**src/rtl/elevator_scan_ctrl.sv**
```systemverilog
// ---------------------------------------------------------------------------
// elevator_scan_ctrl
//
// Single-car elevator controller with SCAN (collective) scheduling. Floor
// requests accumulate in a per-floor pending bitmap. The car keeps travelling
// in its current direction while there is work ahead of it, and stops at
// every pending floor it reaches. It reverses only when nothing is left in
// the current direction.
//
// Parameters
//   NUM_FLOORS    number of floors (valid indices 0..NUM_FLOORS-1)
//   FLOOR_W       width of floor index buses
//   TRAVEL_CYCLES clock cycles needed to move one floor (>= 1)
//   DOOR_CYCLES   door dwell in cycles when nothing holds the door (>= 2)
//
// Ports
//   clk           system clock, all state on the rising edge
//   reset         synchronous active-high reset
//   req_valid     one-cycle request strobe
//   req_floor     requested floor; out-of-range values are dropped
//   sensor        door obstruction, keeps the door open while high
//   door_hold     door-open button, keeps the door open while high
//   current_floor car position
//   direction     travel preference (1 = up, 0 = down)
//   moving        car is travelling (MOVE_UP / MOVE_DOWN)
//   door_open     door is open (DOOR_OPEN)
//   pending       outstanding request bitmap
//
// Every output comes straight from a register. There is no combinational
// path from any input to any output.
// ---------------------------------------------------------------------------
module elevator_scan_ctrl #(
  parameter int NUM_FLOORS    = 16,
  parameter int FLOOR_W       = 4,
  parameter int TRAVEL_CYCLES = 4,
  parameter int DOOR_CYCLES   = 32
) (
  input  logic                  clk,
  input  logic                  reset,
  input  logic                  req_valid,
  input  logic [FLOOR_W-1:0]    req_floor,
  input  logic                  sensor,
  input  logic                  door_hold,
  output logic [FLOOR_W-1:0]    current_floor,
  output logic                  direction,
  output logic                  moving,
  output logic                  door_open,
  output logic [NUM_FLOORS-1:0] pending
);

  // A one-cycle travel time still needs a 1-bit counter so that the
  // declaration stays legal.
  localparam int TRAVEL_W = (TRAVEL_CYCLES > 1) ? $clog2(TRAVEL_CYCLES) : 1;
  localparam int DOOR_W   = $clog2(DOOR_CYCLES);

  localparam logic [TRAVEL_W-1:0] TRAVEL_LAST = TRAVEL_W'(TRAVEL_CYCLES - 1);
  localparam logic [DOOR_W-1:0]   DOOR_LAST   = DOOR_W'(DOOR_CYCLES - 1);

  typedef enum logic [1:0] {
    ST_IDLE      = 2'd0,
    ST_MOVE_UP   = 2'd1,
    ST_MOVE_DOWN = 2'd2,
    ST_DOOR_OPEN = 2'd3
  } state_t;

  state_t                  state_reg,      state_next;
  logic [FLOOR_W-1:0]      floor_reg,      floor_next;
  logic                    dir_reg,        dir_next;
  logic [NUM_FLOORS-1:0]   pending_reg,    pending_next;
  logic [TRAVEL_W-1:0]     travel_cnt_reg, travel_cnt_next;
  logic [DOOR_W-1:0]       door_cnt_reg,   door_cnt_next;
  logic                    moving_reg;
  logic                    door_open_reg;

  // -------------------------------------------------------------------------
  // Per-floor decode
  //   floor_onehot : the car's floor as a one-hot mask
  //   req_onehot   : the incoming request as a one-hot mask. An out-of-range
  //                  floor matches no bit, so it is dropped here.
  //   above/below  : pending floors strictly above/below the car
  // -------------------------------------------------------------------------
  logic [NUM_FLOORS-1:0] floor_onehot;
  logic [NUM_FLOORS-1:0] req_onehot;
  logic [NUM_FLOORS-1:0] above_mask;
  logic [NUM_FLOORS-1:0] below_mask;

  genvar gi;
  generate
    for (gi = 0; gi < NUM_FLOORS; gi++) begin : g_floor
      assign floor_onehot[gi] = (floor_reg == FLOOR_W'(gi));
      assign req_onehot[gi]   = req_valid && (req_floor == FLOOR_W'(gi));
      assign above_mask[gi]   = pending_reg[gi] && (FLOOR_W'(gi) > floor_reg);
      assign below_mask[gi]   = pending_reg[gi] && (FLOOR_W'(gi) < floor_reg);
    end
  endgenerate

  logic here_pending;   // a request waits at the car's current floor
  logic any_above;
  logic any_below;
  logic req_here;       // incoming request targets the car's current floor
  logic ahead_pending;  // more work in the current travel direction
  logic clear_here;     // current floor counts as served this cycle

  assign here_pending  = |(pending_reg & floor_onehot);
  assign any_above     = |above_mask;
  assign any_below     = |below_mask;
  assign req_here      = |(req_onehot & floor_onehot);
  assign ahead_pending = (state_reg == ST_MOVE_UP) ? any_above : any_below;

  // The floor is served on the edge that enters DOOR_OPEN and for as long as
  // the door stays open. In IDLE or MOVE a pending bit at the current floor
  // always leads into DOOR_OPEN, so here_pending covers the entering edge.
  assign clear_here = here_pending || (state_reg == ST_DOOR_OPEN);

  // -------------------------------------------------------------------------
  // Next-state logic
  // -------------------------------------------------------------------------
  always_comb begin
    state_next      = state_reg;
    floor_next      = floor_reg;
    dir_next        = dir_reg;
    travel_cnt_next = travel_cnt_reg;
    door_cnt_next   = door_cnt_reg;

    unique case (state_reg)
      ST_IDLE: begin
        if (here_pending) begin
          state_next    = ST_DOOR_OPEN;
          door_cnt_next = '0;
        end else if (any_above && (dir_reg || !any_below)) begin
          // If there is work both ways, keep the current direction.
          state_next      = ST_MOVE_UP;
          dir_next        = 1'b1;
          travel_cnt_next = '0;
        end else if (any_below) begin
          state_next      = ST_MOVE_DOWN;
          dir_next        = 1'b0;
          travel_cnt_next = '0;
        end
      end

      ST_MOVE_UP, ST_MOVE_DOWN: begin
        if (here_pending) begin
          state_next      = ST_DOOR_OPEN;
          travel_cnt_next = '0;
          door_cnt_next   = '0;
        end else if (!ahead_pending) begin
          // Nothing left this way. IDLE will decide whether to reverse.
          state_next      = ST_IDLE;
          travel_cnt_next = '0;
        end else if (travel_cnt_reg == TRAVEL_LAST) begin
          // ahead_pending is never set at an end floor, so the step
          // cannot leave 0..NUM_FLOORS-1.
          travel_cnt_next = '0;
          if (state_reg == ST_MOVE_UP) begin
            floor_next = floor_reg + FLOOR_W'(1);
          end else begin
            floor_next = floor_reg - FLOOR_W'(1);
          end
        end else begin
          travel_cnt_next = travel_cnt_reg + TRAVEL_W'(1);
        end
      end

      ST_DOOR_OPEN: begin
        if (sensor || door_hold || req_here) begin
          // Any hold, or another call for this floor, restarts the dwell.
          door_cnt_next = '0;
        end else if (door_cnt_reg == DOOR_LAST) begin
          state_next    = ST_IDLE;
          door_cnt_next = '0;
        end else begin
          door_cnt_next = door_cnt_reg + DOOR_W'(1);
        end
      end

      default: begin
        state_next = ST_IDLE;
      end
    endcase

    // When a request for the current floor arrives in the same cycle as the
    // clear, the clear wins and the request counts as served.
    pending_next = (pending_reg | req_onehot) &
                   ~(clear_here ? floor_onehot : {NUM_FLOORS{1'b0}});
  end

  // -------------------------------------------------------------------------
  // State and registered outputs
  // -------------------------------------------------------------------------
  always_ff @(posedge clk) begin
    if (reset) begin
      state_reg      <= ST_IDLE;
      floor_reg      <= '0;
      dir_reg        <= 1'b1;
      pending_reg    <= '0;
      travel_cnt_reg <= '0;
      door_cnt_reg   <= '0;
      moving_reg     <= 1'b0;
      door_open_reg  <= 1'b0;
    end else begin
      state_reg      <= state_next;
      floor_reg      <= floor_next;
      dir_reg        <= dir_next;
      pending_reg    <= pending_next;
      travel_cnt_reg <= travel_cnt_next;
      door_cnt_reg   <= door_cnt_next;
      moving_reg     <= (state_next == ST_MOVE_UP) || (state_next == ST_MOVE_DOWN);
      door_open_reg  <= (state_next == ST_DOOR_OPEN);
    end
  end

  assign current_floor = floor_reg;
  assign direction     = dir_reg;
  assign moving        = moving_reg;
  assign door_open     = door_open_reg;
  assign pending       = pending_reg;

endmodule

```
**config.mk**
```make
export PLATFORM = sky130hd
export DESIGN_NAME = elevator_scan_ctrl
export DESIGN_NICKNAME = d
export VERILOG_FILES = /design/src/rtl/elevator_scan_ctrl.sv
export SDC_FILE = /design/constraint.sdc
export NUM_CORES = 1
export LEC_CHECK = 0
export BUFFER_PORTS_ARGS = -buffer_cell sky130_fd_sc_hd__buf_4
export CAP_MARGIN = 40
export CORE_ASPECT_RATIO = 0.7
export CORE_MARGIN = 5
export CORE_UTILIZATION = 40
export DETAILED_ROUTE_END_ITERATION = 10
export PLACE_DENSITY = 0.68
export SETUP_SLACK_MARGIN = 0.2
export SLEW_MARGIN = 20
export SYNTH_ARGS = -nofsm -noshare
export SYNTH_HDL_FRONTEND = slang
export SYNTH_SLANG_ARGS = --single-unit
```
**constraint.sdc**
```tcl
create_clock -name clk -period 5.4 [get_ports clk]
set_clock_uncertainty 0.2 [all_clocks]
set_input_delay 0 -clock clk [delete_from_list [all_inputs] [get_ports clk]]
set_output_delay 0 -clock clk [all_outputs]
set_load 0.01 [all_outputs]
```
==> results.py <==
metrics = {
    "route": {
        "vias_per_cell": 6.30,
        "drtPass1Iterations": 5,
        "wl_um": 7770,
        "drc": 0,
        "vias": 2558,
        "wire_per_inst_um": 19.1,
        "ant_nets": 0,
        "drt-initial-drc-count": 275,
    },
    "die": {
        "core_um2": 6160,
        "die_x_um": 105,
        "num_rows": 24,
        "dieHeight_um": 76.2,
        "ioPinCount": 32,
        "initial_utilization_pct": 40.7,
        "die_area_um2": 7970,
    },
    "pwr": {
        "p_per_area_nw_per_um2": 258,
        "vdd_drop_max_v": 0.000113,
        "p_leak_nw": 1.17,
    },
    "clocking": {
        "cts-root-buf": "clkbuf_8",
        "numCtsBuffers": 5,
        "clk_path_buf_depth": 2,
        "clock_latency_ns": 0.29,
        "clkTransAtPathRegs_ns": 0.08,
        "htreeDepth": 2,
        "clkSinkCount": 32,
        "cts_tree": "yes",
        "ctsResizeCount": 0,
    },
    "global_routing": {
        "grt_remaining_overflow": 0,
        "busiest_layer": "met1",
        "grt_max_degree": 36,
        "grt_first_pass_wirelength_um": 12400,
        "grt_use_met3_pct": 6.18,
        "grt_use_met2_pct": 25.9,
        "grt_usage_pct": 18.9,
        "grt_pass1_vias": 2328,
        "grt_antenna_before_repair": 0,
        "met1_usage_pct": 28.5,
    },
    "finish": {
        "final_util_pct": 47.7,
        "largest_reg_flops": 16,
        "diodes": 0,
        "syn_to_final_growth_pct": 17.3,
        "nets": 350,
        "drive_gt1_share_pct": 16.8,
    },
    "timing": {
        "slew_headroom_pct": 43.9,
        "final_hold_viol_count": 0,
        "slew_violations": 0,
        "hold_slack_ns": 0.120,
        "min_period_ns": 3.83,
        "setup_viol": 0,
        "tns_ns": 0,
        "rsz0062_at_grt": "false",
        "worst_pin_slew_ns": 0.840,
        "fin_crit_sh_pct": 70.9,
        "max_freq_ghz": 0.261,
    },
    "place": {
        "hpwl_um": 5490,
        "port_buffers": 31,
        "gp_congestion": 0.942,
    },
    "setup_path": {
        "end_kind": "register",
        "cp.arrival_ns": 3.80,
        "crit_fanout": 18,
        "path_cells": "ha_1, a22oi_1, mux4_2, nand3_1, nor2_4, nand2_2, a311oi_1, dlygate4sd3_1",
        "max_stage_delay_ns": 0.74,
        "crit_path_start_kind": "register",
        "crit_required_ns": 5.37,
        "slowest_stage": "dfxtp_1",
        "worstSetupPathType": "register to register",
    },
    "logic_synthesis": {
        "ys_warn_count": 0,
        "synth_cell_types": 71,
        "ys.flop_type": "dfxtp_1",
        "async_reset_ff_share_pct": 0,
        "synth_edf_count": 0,
        "syn_nets": 323,
        "syn_area_per_cell_um2": 8.35,
        "synthCells": 300,
        "syn_area_um2": 2500,
        "ys_ff_latch": 32,
        "yosysSeqAreaShare_pct": 25.6,
    },
    "worst_hold_path": {
        "min_path_type": "primary input to register",
    },
    "status": {
        "status": "finished, final reports clean",
    },
    "flow_run": {
        "maxCapViolCount": 0,
    },
}
## area by class of cell
type	count	area, um^2
Inverter	18	67.6
Multi-Input combinational cell	230	1680
Clock inverter	1	30.0
Tap cell	78	97.6
Timing Repair Buffer	40	328
Clock buffer	7	96.3
Fill cell	600	3220
Sequential cell	32	641
## what timing repair did
action,in CTS,in global routing
setup buffers,0,0
hold endpoints to repair,25,0
hold buffers,8,0
## power breakdown
group	switching, mW	internal, mW
clock	0.0959	0.163
combinational	0.125	0.105
sequential	0.0174	0.253
## stage by stage
step	worst slack, ns	power [mW]	area (um^2)	instances
3_3_place_gp	1.74	0.494	2720	389
3_5_place_dp	1.71	0.498	2720	389
2_1_floorplan	2.32	0.442	2500	300
4_1_cts	1.65	0.762	2920	405
6_report	1.57	0.759	2940	406
5_1_grt	1.36	0.803	2940	406
## Yosys cell counts (all sizes together), types with 4 or more instances
master	instances	share of area, %
a211oi	5	1.5
nand4	5	1.2
mux2i	7	2.8
nor3	7	1.4
a2111oi	4	2.1
mux2	5	2.5
nand3	4	0.80
nand2	12	1.9
clkbuf	6	0.95
a311oi	17	6.2
ha	14	7.0
dfxtp	32	26
inv	18	2.7
nor2	31	4.9
nor4	4	1.0
nor3b	5	1.5
a21oi	19	3.8
o21ai	13	2.7
buf	14	3.7
a22oi	6	1.8
nor2b	8	2.0
## kinds of logic (layout without fill, tap and decap cells)
kind of cell    after synthesis  in the layout  share of synthesized area [%]
xor+xnor                      3              3                           1.05
fa+ha+maj                    14             14                           6.99
flops                        32             32                           25.6
mux                          13             13                           6.24
compound gates               96             96                           29.3
buf+inv                      38             66                           7.39
simple gates                104            104                           23.5
## path summary, 6_finish.rpt
kind,slack [ns],depth (start not counted),endpoint,startpoint
setup / recovery,1.57,8,pending[11]$_SDFF_PP0_,current_floor[1]$_SDFFE_PP0P_
hold / removal,0.12,6,door_cnt_reg[4]$_SDFFE_PP0P_,door_hold
setup reg to reg,1.57,8,pending[11]$_SDFF_PP0_,current_floor[1]$_SDFFE_PP0P_
hold reg to reg,0.27,2,travel_cnt_reg[1]$_SDFFE_PP0P_,travel_cnt_reg[1]$_SDFFE_PP0P_
## worst max-delay path: cells and delay by family (launching register included)
kind                     cells  cell delay [ns]
flip-flops                   1             0.74
adder cells (fa/ha/maj)      1             0.69
AND/OR/NAND/NOR              3             0.68
buffers and inverters        1             0.58
multiplexers                 1             0.49
AO/OA/AOI/OAI                2             0.31
## metal layers
layer / vias up / wire length [um]
met3: 5 / 940
met5: - / 0
met2: 149 / 3220
met1: 1201 / 3560
met4: 0 / 48
li1: 1203 / -
## layout by cell type (no fill, tap or decap), drive strengths merged, types with 12 or more instances in the layout
cell type  count
inv           18
a311oi        17
ha            14
o21ai         13
buf           32
dfxtp         32
nor2          31
a21oi         19
nand2         12
Power figures use the tool's default switching activity.
